--- src/rtl/spi_master.sv ---
// Memory-mapped SPI master: mode 0, MSB first, 8-bit frames, software-driven chip select.
// The SCLK half-period is (DIV+1) clk_sys cycles, with DIV captured when a transfer starts.
module spi_master #(
  parameter logic [7:0] DIV_RESET = 8'd3
) (
  input  logic        clk_sys,
  input  logic        reset,
  input  logic        write_enable,
  input  logic [3:0]  addr,
  input  logic [31:0] data_in,
  output logic [31:0] data_out,
  output logic        spi_sclk,
  output logic        spi_mosi,
  input  logic        spi_miso,
  output logic        spi_cs_n
);

  typedef enum logic [1:0] {IDLE, LOW, HIGH} state_t;

  state_t     state, state_nxt;
  logic [7:0] div, div_l, hc, tx_sh, rx_sh, rx;
  logic [2:0] bitcnt;
  logic       cs, done, overrun, busy;
  logic       wr_data, wr_status, wr_ctrl;
  logic       start, phase_end, low_end, high_end, finish;
  logic       unused;

  assign unused    = ^{data_in[31:9], addr[1:0]};
  assign wr_data   = write_enable && (addr[3:2] == 2'd0);
  assign wr_status = write_enable && (addr[3:2] == 2'd1);
  assign wr_ctrl   = write_enable && (addr[3:2] == 2'd2);
  assign busy      = (state != IDLE);
  assign spi_cs_n  = ~cs;

  always_comb begin
    state_nxt = state;
    start     = 1'b0;
    phase_end = (hc == div_l);
    low_end   = (state == LOW) && phase_end;
    high_end  = (state == HIGH) && phase_end;
    finish    = high_end && (bitcnt == 3'd7);
    case (state)
      IDLE: if (wr_data) begin
        start     = 1'b1;
        state_nxt = LOW;
      end
      LOW:  if (phase_end) state_nxt = HIGH;
      HIGH: if (phase_end) state_nxt = (bitcnt == 3'd7) ? IDLE : LOW;
      default: state_nxt = IDLE;
    endcase
  end

  always_ff @(posedge clk_sys) begin
    if (reset) state <= IDLE;
    else       state <= state_nxt;
  end

  // Bus-visible state and pins; reset aborts any transfer in flight.
  always_ff @(posedge clk_sys) begin
    if (reset) begin
      spi_sclk <= 1'b0;
      spi_mosi <= 1'b0;
      cs       <= 1'b0;
      div      <= DIV_RESET;
      rx       <= 8'h00;
      done     <= 1'b0;
      overrun  <= 1'b0;
    end else begin
      if (wr_ctrl) {cs, div} <= data_in[8:0];
      // A completing transfer beats a software clear in the same cycle.
      if (finish)                        done <= 1'b1;
      else if (start)                    done <= 1'b0;
      else if (wr_status && data_in[1])  done <= 1'b0;
      if (wr_data && busy)               overrun <= 1'b1;
      else if (wr_status && data_in[2])  overrun <= 1'b0;
      if (start) spi_mosi <= data_in[7];
      if (low_end) spi_sclk <= 1'b1;
      if (high_end) begin
        spi_sclk <= 1'b0;
        if (bitcnt != 3'd7) spi_mosi <= tx_sh[6];
      end
      if (finish) rx <= rx_sh;
    end
  end

  // Shift and timing registers are always loaded at start, so they carry no reset.
  always_ff @(posedge clk_sys) begin
    if (start) begin
      tx_sh  <= data_in[7:0];
      div_l  <= div;
      bitcnt <= 3'd0;
      hc     <= 8'd0;
    end else if (busy) begin
      hc <= phase_end ? 8'd0 : hc + 8'd1;
      if (low_end) rx_sh <= {rx_sh[6:0], spi_miso};
      if (high_end && (bitcnt != 3'd7)) begin
        tx_sh  <= {tx_sh[6:0], 1'b0};
        bitcnt <= bitcnt + 3'd1;
      end
    end
  end

  always_comb begin
    data_out = 32'h0;
    case (addr[3:2])
      2'd0: data_out[7:0] = rx;
      2'd1: data_out[2:0] = {overrun, done, busy};
      2'd2: data_out[8:0] = {cs, div};
      default: data_out = 32'h0;
    endcase
  end

endmodule

--- config.mk ---
export PLATFORM = sky130hd
export DESIGN_NAME = spi_master
export DESIGN_NICKNAME = d
export VERILOG_FILES = /design/src/rtl/spi_master.sv
export SDC_FILE = /design/constraint.sdc
export NUM_CORES = 1
export LEC_CHECK = 0
export CORE_UTILIZATION = 37
export DETAILED_ROUTE_END_ITERATION = 10
export GPL_TIMING_DRIVEN = 0
export PLACE_DENSITY = 0.64
export SLEW_MARGIN = 20
export SYNTH_ARGS = -nofsm -noshare
export SYNTH_HDL_FRONTEND = slang
export SYNTH_SLANG_ARGS = --single-unit
--- constraint.sdc ---
create_clock -name clk_sys -period 2.2 [get_ports clk_sys]
set_clock_uncertainty 0.1 [all_clocks]
set_input_delay 0.33 -clock clk_sys [delete_from_list [all_inputs] [get_ports clk_sys]]
set_output_delay 0.33 -clock clk_sys [all_outputs]
set_load 0.02 [all_outputs]
==> results.cfg, run 1 <==
[outcome]
outcome = completed

[timing]
layout_min_cycle_time_ns = 2.16
maxClockFrequency_mhz = 463
final_hold_viol_count = 0
setup_tns_ns = 0
timing.max_slew.rel_slack_pct = 63.4
timing_worst_slew_pin_value_ns = 0.546
final-max-slew-violation-count = 0
finalWorstSetupSlack_ns = 0.0395
fin_crit_sh_pct = 98.2
setup_repair_after_global_routing_missed_its_margin = yes
report.final.setup_viol = 0

[power]
power.share.clock_pct = 38.4
leakage_nw = 1.36
p_total_w = 0.00247
power.share.switching_pct = 26.4
switching_power_w = 0.000653
p_per_area_nw_per_um2 = 738
intPower_w = 0.00182
proportion_of_power_drawn_by_combinational_gates_pct = 13.6
sequential_cell_fraction_of_total_power_pct = 48.1
vdd_drop_max_mv = 0.476

[yosys]
sequential_fraction_of_the_synthesis_area_pct = 51.6
synth.yosys.warnings = 0
synth_seq_cells = 57
dominant_cell_by_count_in_the_synthesized_netlist = sky130_fd_sc_hd__nand2_1
yosys.area.top_type_share_pct = 26.0
synthesis.area_per_instance_um2 = 9.62
synth_async_sr_flop_share_pct = 0
synthTopCellsByCount = sky130_fd_sc_hd__nand2_1, sky130_fd_sc_hd__dfxtp_1, sky130_fd_sc_hd__buf_4, sky130_fd_sc_hd__edfxtp_1, sky130_fd_sc_hd__nor2_1
synth.distinct_cells = 39
synthesis.instances = 276
yosys_most_used_dff = sky130_fd_sc_hd__dfxtp_1
ys_top_cells_by_area = sky130_fd_sc_hd__edfxtp_1, sky130_fd_sc_hd__dfxtp_1, sky130_fd_sc_hd__nand2_1, sky130_fd_sc_hd__buf_4, sky130_fd_sc_hd__xnor2_1
number_of_enable_type_register_cells_in_the_synthesized_netlist = 23
synth_area_um2 = 2660
synth_top_cell_by_area = sky130_fd_sc_hd__edfxtp_1

[grt]
grtUsageTotal_pct = 16.4
first_global_vias = 1862
globalRoute.totalOverflow = 0
antenna_violations_before_repair = 0
grt_first_pass_wirelength_mm = 9.08
grt_start_max_net_pins = 15

[final_layout]
drive_gt1_share_pct = 16.1
total_of_fill_cells_in_the_finished_design = 673
num_antenna_cells = 0
finish.net_count = 379
synthToLayoutAreaGrowth_pct = 26.2

[die]
die_width_um = 86.7
floorplan.io_pins = 75
design.core.area_um2 = 6870
core.rowCount = 30
die_area_um2 = 7520
initial_utilization_pct = 38.7
die_h_um = 86.7

[place]
preCtsSetupSlack_ns = -0.825
port_buffers = 26
placed_wire_length_estimate_mm = 4.09
gp_routability_congestion = 0.818

[clock_network]
tritoncts = built
root_buffer = sky130_fd_sc_hd__clkbuf_8
cts-buffers-inserted = 9
clock_insertion_delay_worst_skew_ns = 0.33
cts-root-to-sink-buffers = 2
cts.htree.levels = 3
clock_sink_count = 57
cts.reportedPaths.clkPinSlew_ns = 0.06

[drt]
total_number_of_vias = 2048
detail_route.drc_violations = 0
drt_pre_antenna_iters = 4
wl_per_cell_um = 12.6
postRouteWirelength_mm = 5.52
first_iter_violations = 81
final_ant_viol_nets = 0
avgViaCountPerCell = 4.69

[critical_path]
crit_path_max_incr_delay_ns = 0.64
crit_path_cell_trace = clkdlybuf4s50_1, clkbuf_4, o21ai_0, o21ai_0, buf_2
cp_top_family = buffers and inverters
crit_arrival_ns = 1.73
crit_path_top_delay_cell = sky130_fd_sc_hd__clkdlybuf4s50_1
worstPathBufferInverterCount = 3
cp_data_required_time_ns = 1.77
ff2ff_setup_slack_ns = 0.20
setup.worst_path.class = input pin to output port
start_kind = input pin
critical_path.max_fanout = 10
critical-path-top-cell-by-count = sky130_fd_sc_hd__o21ai_0
setup.worst_path.end_class = output port

[run]
cap_violations = 0

[min_path]
holdCritPathClass = flop to flop
[worst reg2reg max path, delay by kind of cell, from the launching register on]
| kind | cells | cell delay, ns |
|---|---|---|
| AO/OA/AOI/OAI | 1 | 0.21 |
| flip-flops | 1 | 0.44 |
| buffers and inverters | 1 | 0.15 |
| AND/OR/NAND/NOR | 2 | 0.84 |
| XOR/XNOR | 1 | 0.17 |
[through the flow]
stage               area, µm²  cells  hold slack [ns]  util, %
global placement         3120    420            0.335     45.4
finish                   3350    437            0.353     48.8
floorplan                2740    298            0.299        -
detailed placement       3120    420            0.335     45.4
global route             3350    437            0.362     48.8
CTS                      3340    437            0.355     48.6
[routing by layer]
metal  vias to the layer above  global-route usage (%)  wire length, µm
li1                       1048                       -                -
met1                       943                    21.0             2670
met4                         0                    5.45               81
met5                         -                       0                0
met3                         7                    6.10              252
met2                        50                    25.5             2520
[cells in the final DEF (no fill, tap or decap), types with 4 or more instances in the layout]
cell type	count
sky130_fd_sc_hd__nand2_1	48
sky130_fd_sc_hd__dfxtp_1	34
sky130_fd_sc_hd__buf_4	24
sky130_fd_sc_hd__conb_1	23
sky130_fd_sc_hd__edfxtp_1	23
sky130_fd_sc_hd__clkdlybuf4s50_1	17
sky130_fd_sc_hd__nor2_1	15
sky130_fd_sc_hd__nand3_1	14
sky130_fd_sc_hd__o21ai_0	12
sky130_fd_sc_hd__clkbuf_8	12
sky130_fd_sc_hd__xnor2_1	12
sky130_fd_sc_hd__a21oi_1	12
sky130_fd_sc_hd__mux2i_1	10
sky130_fd_sc_hd__nor4_1	8
sky130_fd_sc_hd__a31o_1	8
sky130_fd_sc_hd__clkbuf_1	7
sky130_fd_sc_hd__inv_1	5
sky130_fd_sc_hd__dlygate4sd2_1	5
sky130_fd_sc_hd__nor3_1	4
[final timing paths]
path,cells past startpoint,to,startpoint
worst max register to register,5,rx[2],hc[0]
worst min register to register,0,rx_sh[2],rx_sh[1]
worst max-delay path,5,data_out[0],addr[2]
worst min-delay path,0,rx_sh[2],rx_sh[1]
[registers in the layout, summed over array words and instances, names as in the netlist]
register / cells
spi_sclk: 1
spi_mosi: 1
tx_sh: 7
div: 8
bitcnt: 3
done: 1
rx_sh: 8
cs: 1
state: 2
hc: 8
rx: 8
div_l: 8
overrun: 1
[layout make-up]
type | count | area, µm² | share of cell area [%]
plain buffers | 34 | 244 | 7.28
clock buffers | 13 | 180 | 5.38
clock inverters | 3 | 21.3 | 0.635
inverters | 6 | 22.5 | 0.672
multi-input cells | 201 | 1140 | 34.1
flip-flops and latches | 57 | 1370 | 40.9
well taps | 96 | 120 | 3.58
repair buffers | 27 | 248 | 7.39
[what timing repair did]
item | CTS | global route
hold buffers | 0 | 0
endpoints found under the setup margin | 24 | 16
resized for setup | 34 | 3
buffers inserted | 1 | 0
[cells by family (layout without fill, tap and decap cells)]
logic type               Yosys count  after routing  share of synthesized area (%)
AND/OR/NAND/NOR                  109            109                           19.2
flip-flops                        57             57                           51.6
AO/OA/AOI/OAI                     41             41                           9.61
buffers and inverters             40             83                           9.24
XOR/XNOR                          15             15                           4.95
multiplexers                      10             10                           3.77
adder cells (fa/ha/maj)            3              3                           1.41
other                              1             23                          0.141
[power groups by stage]
stage / sequential [W] / combinational (W) / clock, W
after floorplan: 0.00120 / 0.000233 / 0
after global placement: 0.00121 / 0.000321 / 0
after detailed placement: 0.00121 / 0.000326 / 0
after CTS: 0.00119 / 0.000331 / 0.000972
after global routing: 0.00119 / 0.000365 / 0.00103
final: 0.00119 / 0.000335 / 0.000948
(Power assumes the default switching activity.)
==> run 2: changes to the inputs <==
--- a/config.mk
+++ b/config.mk
@@ -5,9 +5,11 @@
 export SDC_FILE = /design/constraint.sdc
 export NUM_CORES = 1
 export LEC_CHECK = 0
+export CORE_MARGIN = 10
 export CORE_UTILIZATION = 37
 export DETAILED_ROUTE_END_ITERATION = 10
 export GPL_TIMING_DRIVEN = 0
+export MAX_ROUTING_LAYER = met4
 export PLACE_DENSITY = 0.64
 export SLEW_MARGIN = 20
 export SYNTH_ARGS = -nofsm -noshare
==> results.cfg, run 2 (same netlist as run 1, synthesis figures left out) <==
[die]
die_width_um = 105
die_h_um = 105
core.rowCount = 30
floorplan.io_pins = 75
initial_utilization_pct = 38.7
design.core.area_um2 = 6870
die_area_um2 = 11000

[final_layout]
total_of_fill_cells_in_the_finished_design = 663
finish.net_count = 379
num_antenna_cells = 0
final_common_cell = sky130_fd_sc_hd__nand2_1
post-route-util_pct = 49.4
multi_input_comb_area_um2 = 1150
drive_gt1_share_pct = 15.8
highest_count_cells_in_the_layout_ignoring_fill_and_taps = sky130_fd_sc_hd__nand2_1, sky130_fd_sc_hd__dfxtp_1, sky130_fd_sc_hd__buf_4, sky130_fd_sc_hd__conb_1, sky130_fd_sc_hd__edfxtp_1
synthToLayoutAreaGrowth_pct = 27.7
area.sequential_um2 = 1370

[critical_path]
setup.worst_path.end_class = output port
critical_path.max_fanout = 10
r2r_cells = 5
cp_data_required_time_ns = 1.77
rr_startpoint = hc[0]
crit_path_max_incr_delay_ns = 0.63
worstPathBufferInverterCount = 3
crit_path_cell_trace = clkdlybuf4s50_1, clkbuf_4, mux2i_1, o21ai_0, buf_2
worst_setup_path_startpoint = addr[2]
crit_arrival_ns = 1.70
ff2ff_setup_slack_ns = 0.12
setup.worst_path.class = input pin to output port
reg2reg_to = rx[0]
crit_path_top_delay_cell = sky130_fd_sc_hd__clkdlybuf4s50_1
start_kind = input pin
timing.critical_path.to = data_out[2]
cp_top_family = buffers and inverters
cp.depth = 5

[drt]
drt_pre_antenna_iters = 4
final_ant_viol_nets = 0
detail_route.drc_violations = 0
first_iter_violations = 92
postRouteWirelength_mm = 6.16
total_number_of_vias = 2081
wl_per_cell_um = 14.1
avgViaCountPerCell = 4.76

[min_path]
worstHoldStart = rx_sh[4]
holdCritPathClass = flop to flop
hold-path-cell-count = 0

[grt]
grt_start_max_net_pins = 15
grtUsageTotal_pct = 11.9
grt_first_pass_wirelength_mm = 10.5
antenna_violations_before_repair = 0
globalRoute.totalOverflow = 0
first_global_vias = 2087

[power]
vdd_drop_max_mv = 0.467
p_per_area_nw_per_um2 = 791
leakage_nw = 1.38

[clock_network]
clock_sink_count = 57
cts-root-to-sink-buffers = 2
cts.reportedPaths.clkPinSlew_ns = 0.07
root_buffer = sky130_fd_sc_hd__clkbuf_8
tritoncts = built
cts-buffers-inserted = 9
hold_fix_buffers_cts = 0
clock_insertion_delay_worst_skew_ns = 0.33
cts.htree.levels = 3

[timing]
setup_repair_after_global_routing_missed_its_margin = yes
timing_worst_slew_pin_value_ns = 0.567
final-max-slew-violation-count = 0
fin_crit_sh_pct = 96.6
finalWorstSetupSlack_ns = 0.0749
timing.max_slew.rel_slack_pct = 61.9
layout_min_cycle_time_ns = 2.13
maxClockFrequency_mhz = 471
report.final.setup_viol = 0
final_hold_viol_count = 0

[place]
preCtsSetupSlack_ns = -0.863
port_buffers = 26
gp_routability_congestion = 0.824
placed_wire_length_estimate_mm = 4.62

[outcome]
outcome = completed

[run]
cap_violations = 0
[run 2: worst min-delay path by stage]
| stage | endpoint | slack [ns] |
|---|---|---|
| floorplan | spi_sclk | 0.30 |
| global placement | rx_sh[3] | 0.33 |
| detailed placement | rx_sh[1] | 0.34 |
| CTS | rx_sh[5] | 0.36 |
| global route | rx_sh[3] | 0.38 |
| finish | rx_sh[5] | 0.36 |
[run 2: timing repair]
action	CTS	global route
resized for setup	33	6
gates cloned	0	1
setup endpoints to repair	24	29
hold endpoints to repair	0	0
setup buffers	1	0
[run 2: layer usage]
| metal | up-vias | global-route usage, % | share of wire (%) |
|---|---|---|---|
| met4 | 0 | 3.43 | 1.5 |
| met5 | - | - | 0 |
| met2 | 73 | 17.9 | 44 |
| met1 | 951 | 14.4 | 47 |
| met3 | 12 | 4.91 | 7.9 |
| li1 | 1045 | - | - |
[run 2: stage by stage]
| step | total power, W | setup TNS, ns | instance area [µm²] | hold WS [ns] | std cells |
|---|---|---|---|---|---|
| final | 0.00268 | 0 | 3390 | 0.357 | 437 |
| after global routing | 0.00280 | -0.000129 | 3390 | 0.378 | 437 |
| after CTS | 0.00269 | 0 | 3370 | 0.357 | 437 |
| after detailed placement | 0.00154 | -14.20 | 3120 | 0.339 | 420 |
| after global placement | 0.00153 | -13.66 | 3120 | 0.335 | 420 |
| after floorplan | 0.00143 | 0 | 2740 | 0.299 | 298 |
[run 2: cell type report]
class / instances / share of cell area (%)
sequential: 57 / 40.4
clock buffer: 9 / 3.65
timing repair buffer: 28 / 7.53
inverter: 6 / 0.664
multi-input combinational: 201 / 33.9
clock inverter: 7 / 3.21
tap: 96 / 3.54
buffer: 33 / 7.08
[run 2: power by group]
group | total, W | internal, W | switching [W] | leakage, nW
Combinational | 0.000334 | 0.000141 | 0.000193 | 0.782
Sequential | 0.00119 | 0.00114 | 0.0000559 | 0.488
Clock | 0.00115 | 0.000741 | 0.000414 | 0.112
==> run 3: changes to the inputs <==
--- a/config.mk
+++ b/config.mk
@@ -10,7 +10,7 @@
 export DETAILED_ROUTE_END_ITERATION = 10
 export GPL_TIMING_DRIVEN = 0
 export MAX_ROUTING_LAYER = met4
-export PLACE_DENSITY = 0.64
+export PLACE_DENSITY = 0.66
 export SLEW_MARGIN = 20
 export SYNTH_ARGS = -nofsm -noshare
 export SYNTH_HDL_FRONTEND = slang
==> constraint.sdc (replaced) <==
create_clock -name clk_sys -period 1.8 [get_ports clk_sys]
set_clock_uncertainty 0.1 [all_clocks]
set_input_delay 0.27 -clock clk_sys [delete_from_list [all_inputs] [get_ports clk_sys]]
set_output_delay 0.27 -clock clk_sys [all_outputs]
set_load 0.02 [all_outputs]
==> results.cfg, run 3 (same netlist as run 1, synthesis figures left out) <==
[timing]
layout_min_cycle_time_ns = 1.85
final-max-slew-violation-count = 0
final_hold_viol_count = 0
maxClockFrequency_mhz = 542
setup_repair_after_global_routing_missed_its_margin = yes
report.final.setup_viol = 6
timing_worst_slew_pin_value_ns = 0.546
fin_crit_sh_pct = 103
finalWorstSetupSlack_ns = -0.0459
setup_tns_ns = -0.230
timing.max_slew.rel_slack_pct = 63.3

[outcome]
failed_checks = negative setup slack
outcome = complete, but fails checks

[grt]
global_route.usage.met3_pct = 4.18
antenna_violations_before_repair = 0
grt_start_max_net_pins = 14
globalRouteMet2Util_pct = 19.3
first_global_vias = 2183
grtUsageTotal_pct = 12.3
globalRoute.totalOverflow = 0
grt_first_pass_wirelength_mm = 10.8
use_met1_pct = 14.4
gr-max-usage-layer = met2

[drt]
first_iter_violations = 104
drt_pre_antenna_iters = 4
postRouteWirelength_mm = 6.59
total_number_of_vias = 2143
final_ant_viol_nets = 0
wl_per_cell_um = 14.7
avgViaCountPerCell = 4.77
detail_route.drc_violations = 0

[die]
die_h_um = 105
design.core.area_um2 = 6870
die_width_um = 105
core.rowCount = 30
initial_utilization_pct = 38.7
die_area_um2 = 11000
floorplan.io_pins = 75

[clock_network]
cts.reportedPaths.clkPinSlew_ns = 0.07
cts-root-to-sink-buffers = 2
clock_insertion_delay_worst_skew_ns = 0.33
tritoncts = built
cts.htree.levels = 3
cts-buffers-inserted = 9
root_buffer = sky130_fd_sc_hd__clkbuf_8
clock_sink_count = 57

[power]
vdd_drop_max_mv = 0.499
leakage_nw = 1.45
p_total_w = 0.00323
p_per_area_nw_per_um2 = 898

[critical_path]
r2r_cells = 5
start_kind = flop
crit_arrival_ns = 1.97
reg2reg_to = rx[2]
crit_path_top_delay_cell = sky130_fd_sc_hd__or3_4
crit_path_max_incr_delay_ns = 0.44
rr_startpoint = div_l[2]
setup.worst_path.end_class = flop
crit_path_cell_trace = xnor2_2, nand4_4, or3_4, buf_4, a31o_1
critical_path.max_fanout = 6
cp_data_required_time_ns = 1.93
timing.critical_path.to = rx[2]
ff2ff_setup_slack_ns = -0.05
worst_setup_path_startpoint = div_l[2]
setup.worst_path.class = flop to flop

[final_layout]
total_of_fill_cells_in_the_finished_design = 628
synthToLayoutAreaGrowth_pct = 35.3
final_common_cell = sky130_fd_sc_hd__nand2_1
drive_gt1_share_pct = 25.2
multi_input_comb_area_um2 = 1240
finish.net_count = 391
highest_count_cells_in_the_layout_ignoring_fill_and_taps = sky130_fd_sc_hd__nand2_1, sky130_fd_sc_hd__buf_4, sky130_fd_sc_hd__dfxtp_1, sky130_fd_sc_hd__conb_1, sky130_fd_sc_hd__edfxtp_1
area.sequential_um2 = 1380
num_antenna_cells = 0

[place]
preCtsSetupSlack_ns = -1.24
port_buffers = 26
placed_wire_length_estimate_mm = 4.68
gp_routability_congestion = 0.834

[run]
cap_violations = 0

[min_path]
holdCritPathClass = input pin to flop
[run 3: timing repair]
action / CTS / global route
hold buffers: 0 / 0
pin swaps: 4 / 2
gates cloned: 1 / 0
gates resized for setup: 66 / 16
buffers inserted: 11 / 2
endpoints found under the setup margin: 58 / 42
[run 3: worst min path at each step]
stage / start / endpoint / slack [ns] / cells past startpoint
3_3_place_gp: rx_sh[5] / rx_sh[6] / 0.33 / 0
5_1_grt: addr[2] / hc[1] / 0.31 / 3
6_report: addr[2] / hc[1] / 0.34 / 3
2_1_floorplan: reset / spi_sclk / 0.24 / 1
4_1_cts: rx_sh[2] / rx_sh[3] / 0.36 / 0
3_5_place_dp: rx_sh[0] / rx_sh[1] / 0.33 / 0
[run 3: power breakdown]
group          switching (W)  internal, W  total [W]
clock network       0.000491     0.000772    0.00126
logic               0.000264     0.000229   0.000493
registers          0.0000758      0.00140    0.00147
total               0.000831      0.00240    0.00323
[run 3: per-stage QoR]
| stage | hold slack [ns] | area, µm² | std cells | utilization (%) |
|---|---|---|---|---|
| 2_1_floorplan | 0.239 | 2740 | 298 | - |
| 3_3_place_gp | 0.334 | 3120 | 420 | 45.4 |
| 3_5_place_dp | 0.332 | 3120 | 420 | 45.4 |
| 5_1_grt | 0.312 | 3590 | 449 | 52.3 |
| 4_1_cts | 0.359 | 3540 | 447 | 51.6 |
| 6_report | 0.338 | 3590 | 449 | 52.3 |
[run 3: final cells by class]
| type | instances | share of cell area (%) |
|---|---|---|
| Buffer | 33 | 6.69 |
| Clock buffer | 10 | 3.55 |
| Clock inverter | 6 | 2.30 |
| Inverter | 6 | 0.731 |
| Multi-Input combinational cell | 201 | 34.6 |
| Sequential cell | 57 | 38.5 |
| Tap cell | 96 | 3.34 |
| Timing Repair Buffer | 40 | 10.3 |
[run 3: metal layers]
metal	wire length, µm	share of wire [%]
met3	370	5.6
met4	129	2.0
met5	0	0
met1	2950	45
met2	3140	48
[run 3: critical path: cells and delay by family, from the launching register on]
kind | cells | cell delay, ns
xor+xnor | 1 | 0.22
buf+inv | 1 | 0.16
flops | 1 | 0.43
simple gates | 2 | 0.64
compound gates | 1 | 0.20
